[src/rtl/cc_reorder_unit_p.sv]
// rtl/cc_reorder_unit_p.sv - read-data reorder unit merging buffered hit lines with streamed miss lines
//
// cc_reorder_unit_p ports:
//   clk, rst                  clock, synchronous active-high reset
//   mem_rdata_i/rlast_i/rvalid_i, mem_rready_o   memory R channel (miss data source)
//   flag_wren_i, flag_wdata_i, flag_afull_o       per-request {hit, start_ofs} flag queue
//   hit_wren_i, hit_wdata_i, hit_afull_o          full-line hit data queue
//   inct_rdata_o/rlast_o/rvalid_o, inct_rready_i  interconnect R channel (ordered output)
//   err_o                                         sticky protocol error
//
// cc_reorder_fifo ports:
//   wr_en/wr_data push, rd_en pop, rd_data head, empty, afull, overflow (push while full)

module cc_reorder_fifo #(
    parameter int W     = 8,
    parameter int DEPTH = 4,
    parameter int AFULL = 3
) (
    input  logic         clk,
    input  logic         rst,
    input  logic         wr_en,
    input  logic [W-1:0] wr_data,
    input  logic         rd_en,
    output logic [W-1:0] rd_data,
    output logic         empty,
    output logic         afull,
    output logic         overflow
);
    localparam int PTR_W = (DEPTH > 1) ? $clog2(DEPTH) : 1;
    localparam int CNT_W = $clog2(DEPTH + 1);

    logic [W-1:0]     mem [DEPTH];
    logic [PTR_W-1:0] wr_ptr;
    logic [PTR_W-1:0] rd_ptr;
    logic [CNT_W-1:0] count;
    logic             full;
    logic             do_wr;
    logic             do_rd;

    assign full     = (count == CNT_W'(DEPTH));
    assign empty    = (count == '0);
    assign afull    = (count >= CNT_W'(AFULL));
    // A push into a full FIFO is dropped even when a pop frees a slot this cycle.
    assign overflow = wr_en & full;
    assign do_wr    = wr_en & ~full;
    assign do_rd    = rd_en & ~empty;
    assign rd_data  = mem[rd_ptr];

    always_ff @(posedge clk) begin
        if (rst) begin
            wr_ptr <= '0;
            rd_ptr <= '0;
            count  <= '0;
        end else begin
            if (do_wr) begin
                mem[wr_ptr] <= wr_data;
                wr_ptr      <= (wr_ptr == PTR_W'(DEPTH - 1)) ? '0 : wr_ptr + PTR_W'(1);
            end
            if (do_rd) begin
                rd_ptr <= (rd_ptr == PTR_W'(DEPTH - 1)) ? '0 : rd_ptr + PTR_W'(1);
            end
            if (do_wr && !do_rd) begin
                count <= count + CNT_W'(1);
            end else if (!do_wr && do_rd) begin
                count <= count - CNT_W'(1);
            end
        end
    end
endmodule

module cc_reorder_unit_p #(
    parameter int DATA_W     = 64,
    parameter int BEATS      = 8,
    parameter int FLAG_DEPTH = 4,
    parameter int FLAG_AFULL = 3,
    parameter int HIT_DEPTH  = 2,
    parameter int HIT_AFULL  = 1,
    parameter int OFS_W      = $clog2(BEATS)
) (
    input  logic                    clk,
    input  logic                    rst,
    input  logic [DATA_W-1:0]       mem_rdata_i,
    input  logic                    mem_rlast_i,
    input  logic                    mem_rvalid_i,
    output logic                    mem_rready_o,
    input  logic                    flag_wren_i,
    input  logic [OFS_W:0]          flag_wdata_i,
    output logic                    flag_afull_o,
    input  logic                    hit_wren_i,
    input  logic [DATA_W*BEATS-1:0] hit_wdata_i,
    output logic                    hit_afull_o,
    output logic [DATA_W-1:0]       inct_rdata_o,
    output logic                    inct_rlast_o,
    output logic                    inct_rvalid_o,
    input  logic                    inct_rready_i,
    output logic                    err_o
);
    typedef enum logic [1:0] {IDLE, MISS, HIT} state_t;

    state_t                  state;
    logic [OFS_W-1:0]        beat;
    logic [OFS_W-1:0]        cur_ofs;

    logic [OFS_W:0]          flag_head;
    logic                    flag_empty;
    logic                    flag_ovf;
    logic                    flag_pop;
    logic [DATA_W*BEATS-1:0] hit_head;
    logic                    hit_empty;
    logic                    hit_ovf;
    logic                    hit_pop;

    logic                    in_miss;
    logic                    in_hit;
    logic                    last_beat;
    logic                    hs;
    logic [OFS_W-1:0]        word_idx;
    logic                    rlast_err;

    assign in_miss   = (state == MISS);
    assign in_hit    = (state == HIT);
    assign last_beat = (beat == OFS_W'(BEATS - 1));
    // Critical-word-first: beat 0 of a hit line is the requested start word.
    assign word_idx  = cur_ofs + beat;

    always_comb begin
        inct_rvalid_o = 1'b0;
        inct_rdata_o  = '0;
        if (in_miss) begin
            inct_rvalid_o = mem_rvalid_i;
            inct_rdata_o  = mem_rdata_i;
        end else if (in_hit) begin
            inct_rvalid_o = ~hit_empty;
            inct_rdata_o  = hit_head[word_idx*DATA_W +: DATA_W];
        end
    end

    assign mem_rready_o = in_miss & inct_rready_i;
    assign inct_rlast_o = inct_rvalid_o & last_beat;
    assign hs           = inct_rvalid_o & inct_rready_i;
    // Burst length is ours; memory rlast is only checked against it.
    assign rlast_err    = in_miss & hs & (mem_rlast_i != last_beat);
    // Popping on the last handshake lets the next request start with no bubble.
    assign flag_pop     = ~flag_empty & ((state == IDLE) | (hs & last_beat));
    assign hit_pop      = in_hit & hs & last_beat;

    cc_reorder_fifo #(.W(OFS_W + 1), .DEPTH(FLAG_DEPTH), .AFULL(FLAG_AFULL)) u_flag_fifo (
        .clk      (clk),
        .rst      (rst),
        .wr_en    (flag_wren_i),
        .wr_data  (flag_wdata_i),
        .rd_en    (flag_pop),
        .rd_data  (flag_head),
        .empty    (flag_empty),
        .afull    (flag_afull_o),
        .overflow (flag_ovf)
    );

    cc_reorder_fifo #(.W(DATA_W * BEATS), .DEPTH(HIT_DEPTH), .AFULL(HIT_AFULL)) u_hit_fifo (
        .clk      (clk),
        .rst      (rst),
        .wr_en    (hit_wren_i),
        .wr_data  (hit_wdata_i),
        .rd_en    (hit_pop),
        .rd_data  (hit_head),
        .empty    (hit_empty),
        .afull    (hit_afull_o),
        .overflow (hit_ovf)
    );

    always_ff @(posedge clk) begin
        if (rst) begin
            state   <= IDLE;
            beat    <= '0;
            cur_ofs <= '0;
            err_o   <= 1'b0;
        end else begin
            if (flag_ovf || hit_ovf || rlast_err) begin
                err_o <= 1'b1;
            end
            case (state)
                IDLE: begin
                    if (flag_pop) begin
                        state   <= flag_head[OFS_W] ? HIT : MISS;
                        cur_ofs <= flag_head[OFS_W-1:0];
                        beat    <= '0;
                    end
                end
                default: begin
                    if (hs) begin
                        beat <= beat + OFS_W'(1);
                        if (last_beat) begin
                            if (flag_pop) begin
                                state   <= flag_head[OFS_W] ? HIT : MISS;
                                cur_ofs <= flag_head[OFS_W-1:0];
                                beat    <= '0;
                            end else begin
                                state <= IDLE;
                            end
                        end
                    end
                end
            endcase
        end
    end
endmodule
[config.mk]
export PLATFORM = sky130hd
export DESIGN_NAME = cc_reorder_unit_p
export DESIGN_NICKNAME = d
export VERILOG_FILES = /design/src/rtl/cc_reorder_unit_p.sv
export SDC_FILE = /design/constraint.sdc
export NUM_CORES = 1
export LEC_CHECK = 0
export CAP_MARGIN = 20
export CORE_MARGIN = 1
export CORE_UTILIZATION = 28
export CTS_CLUSTER_SIZE = 30
export DETAILED_ROUTE_END_ITERATION = 10
export DONT_BUFFER_PORTS = 1
export GPL_TIMING_DRIVEN = 0
export PLACE_DENSITY = 0.4
export SLEW_MARGIN = 20
export SYNTH_ARGS = -nofsm -noshare
export SYNTH_HDL_FRONTEND = slang
export SYNTH_SLANG_ARGS = --single-unit
[constraint.sdc]
create_clock -name clk -period 68.2 [get_ports clk]
set_clock_uncertainty 0.05 [all_clocks]
set_input_delay 17.05 -clock clk [delete_from_list [all_inputs] [get_ports clk]]
set_output_delay 17.05 -clock clk [all_outputs]
set_load 0.05 [all_outputs]
==> results.ini <==
[status]
status=finished, final reports clean

[clocking]
cts_buffer_depth=3
postCtsResizedCells=0
path_clk_slew_ps=60
cts_buffers=117
cts_root_buf=clkbuf_16
h-tree-depth=3
cts_hold_buffers=0
post_cts_buffers=0
cts_tree=yes
clock-sinks=1063
clock_latency_ps=740

[power]
seqPwrFrac_pct=40.2
p_switching_mw=0.601
p_per_area_mw_per_mm2=39.9
power_frac_comb_pct=26.7
ir_drop_v=0.0000233
pwr-share-clk_pct=33.1
swShare_pct=31.1
p_int_mw=1.33
p_leak_nw=15.1

[routing]
wl_met2_um=63500
dr.pass1.iters=8
ant_nets=0
via_per_inst=4.77
top_layer=met5
wl_met3_um=15800
drtIter0Drc=1397
routedWlPerCell_um=31.3
num_vias=19900
drc=0
wirelength_um=130000
wl_met1_um=47500

[worst_setup_path]
cp.required_ps=51100
end_kind=output port
cp_top_family=simple AND/OR/NAND/NOR gates
crit_buf_inv=1
critPathMaxStageDelay_ps=620
setup.worst_path.start_class=input pin
crit_path_cell_trace=and3b_1 -> or2_1 -> clkbuf_1 -> and2_1
worstPathArrival_ps=18500
crit_fanout=6
cp_slowest_cell=clkbuf_1
path_class=input pin to output port

[timing]
min_period_ps=35600
relSlewSlack_pct=25.9
setup_viol_count_final=0
period_share_pct=52.2
slew_violations=0
final_hold_viol_count=0
worst_pin_slew_ps=1110
max_clock_freq_ghz=0.0281
rsz0062_at_grt=no

[synthesis]
ys.warnings.count=0
synth_area_sq_mm=0.0411
synth-main-ff-cell=edfxtp_1
synth.distinct_cells=43
synthArstFlopShare_pct=0
synth_enable_flop_cells=1040
synth_nets=2531
synth_seq_area_share_pct=77.0
synth_cells=1929
synth.avg_cell_area_sq_um=21.3
synth-seq-cells=1063

[grt]
overflow=0
grt_pass1_wl_um=176000
grt_antenna_before_repair=46
grt_max_degree=51
grt_use_total_pct=17.2
grt_pass1_vias=21600

[floorplan]
ios=657
die_area_sq_mm=0.148
die_w_um=385
start_util_pct=28.2
core-area_sq_mm=0.146
std_cell_rows=140
die_height_um=385

[finish]
drive_gt1_share_pct=25.6
final_nets=2731
nFillCells=13800
stdcell_count=4168
layout_common_cells=edfxtp_1 (1040), mux4_2 (196), mux2i_1 (135)
final_util_pct=33.3
layout.cells.most_common=edfxtp_1
area_delta_synth_final_pct=17.9

[place]
dp_cells=3927
dp_hpwl_um=95100
gp_congestion=0.795
io_buffers=0

[worst_hold_path]
hp-class=flop to flop

[job]
cap_violations=0

==> power groups by stage <==
stage | logic (mW) | clock network, mW | registers [mW]
final | 0.517 | 0.640 | 0.777
after global routing | 0.554 | 0.683 | 0.780
after CTS | 0.538 | 0.660 | 0.778
after detailed placement | 0.537 | 0 | 0.791
after global placement | 0.521 | 0 | 0.862
after floorplan | 0.367 | 0 | 0.831
==> routing by layer <==
metal	global-route usage, %	vias to the layer above
li1	-	8534
met1	19.3	10300
met2	28.6	783
met3	9.00	213
met4	4.46	56
met5	0	-
==> cell type report <==
cell class	instances	area, sq um	share of cell area (%)
clock buffers	142	3020	6.23
plain buffers	111	572	1.18
multi-input cells	745	8870	18.3
repair buffers	81	960	1.98
diodes	20	50.0	0.103
inverters	10	37.5	0.0774
flip-flops and latches	1063	31700	65.4
clock inverters	79	883	1.82
well taps	1917	2400	4.95
==> kinds of logic (layout without fill, tap and decap cells) <==
logic type / Yosys count / count (layout) / share of synthesized area (%)
xor gates and xnor gates: 8 / 8 / 0.204
and+or+nand+nor: 120 / 120 / 1.30
DFF: 1063 / 1063 / 77.0
other: 0 / 20 / 0
adders and majority gates: 15 / 15 / 0.493
buffers and inverters: 121 / 423 / 1.45
AOI/OAI and AO/OA: 207 / 207 / 3.75
muxes: 395 / 395 / 15.8
==> final timing paths <==
kind	slack (ps)	endpoint	cells past startpoint	start
hold / removal	450	cur_ofs[2]	2	cur_ofs[2]
hold reg to reg	450	cur_ofs[2]	2	cur_ofs[2]
setup reg to reg	63900	u_hit_fifo.mem[0][488]	16	u_hit_fifo.count[0]
setup / recovery	32600	inct_rlast_o	4	mem_rvalid_i
==> cells in the mapped netlist (4+ instances only) <==
cell type | n | area (sq um)
edfxtp_1 | 1040 | 31200
mux4_2 | 196 | 4410
mux2i_1 | 135 | 1350
a22oi_1 | 127 | 953
nand2_1 | 68 | 255
mux2_2 | 64 | 721
o211ai_1 | 63 | 473
clkbuf_1 | 55 | 206
buf_2 | 24 | 120
dfxtp_1 | 23 | 460
nor2_1 | 20 | 75.1
buf_1 | 13 | 48.8
ha_1 | 13 | 163
buf_6 | 11 | 124
and2_1 | 8 | 50.1
buf_4 | 8 | 60.1
inv_1 | 8 | 30.0
a21oi_1 | 7 | 35.0
nand3_1 | 7 | 35.0
xor2_1 | 6 | 52.6
nor2b_1 | 4 | 25.0
or3_1 | 4 | 25.0
==> through the flow <==
stage	cell area [sq um]	hold WS, ps	setup TNS (ps)	setup WS, ps	total power, mW
6_report	48500	450	0	32600	1.93
5_1_grt	48500	504	0	32550	2.02
4_1_cts	48400	454	0	32590	1.98
3_5_place_dp	44500	440	0	32600	1.33
3_3_place_gp	43500	437	-5083140	-10010	1.38
2_1_floorplan	41100	412	0	11840	1.20
==> state kept, by name (all words and copies together) (netlist names), named ones only <==
signal	cells
cur_ofs	3
u_hit_fifo.wr_ptr	1
u_flag_fifo.mem	16
state	2
u_hit_fifo.count	2
beat	3
u_flag_fifo.count	3
u_flag_fifo.wr_ptr	2
err_o	1
u_hit_fifo.rd_ptr	1
u_hit_fifo.mem	1024
u_flag_fifo.rd_ptr	2
==> worst min-delay path, cell delays in order, from the launching register on <==
cell,delay [ps]
dfxtp_1,330
mux2i_1,60
nor2_1,80
No activity file was read; power rests on OpenSTA's default activity.
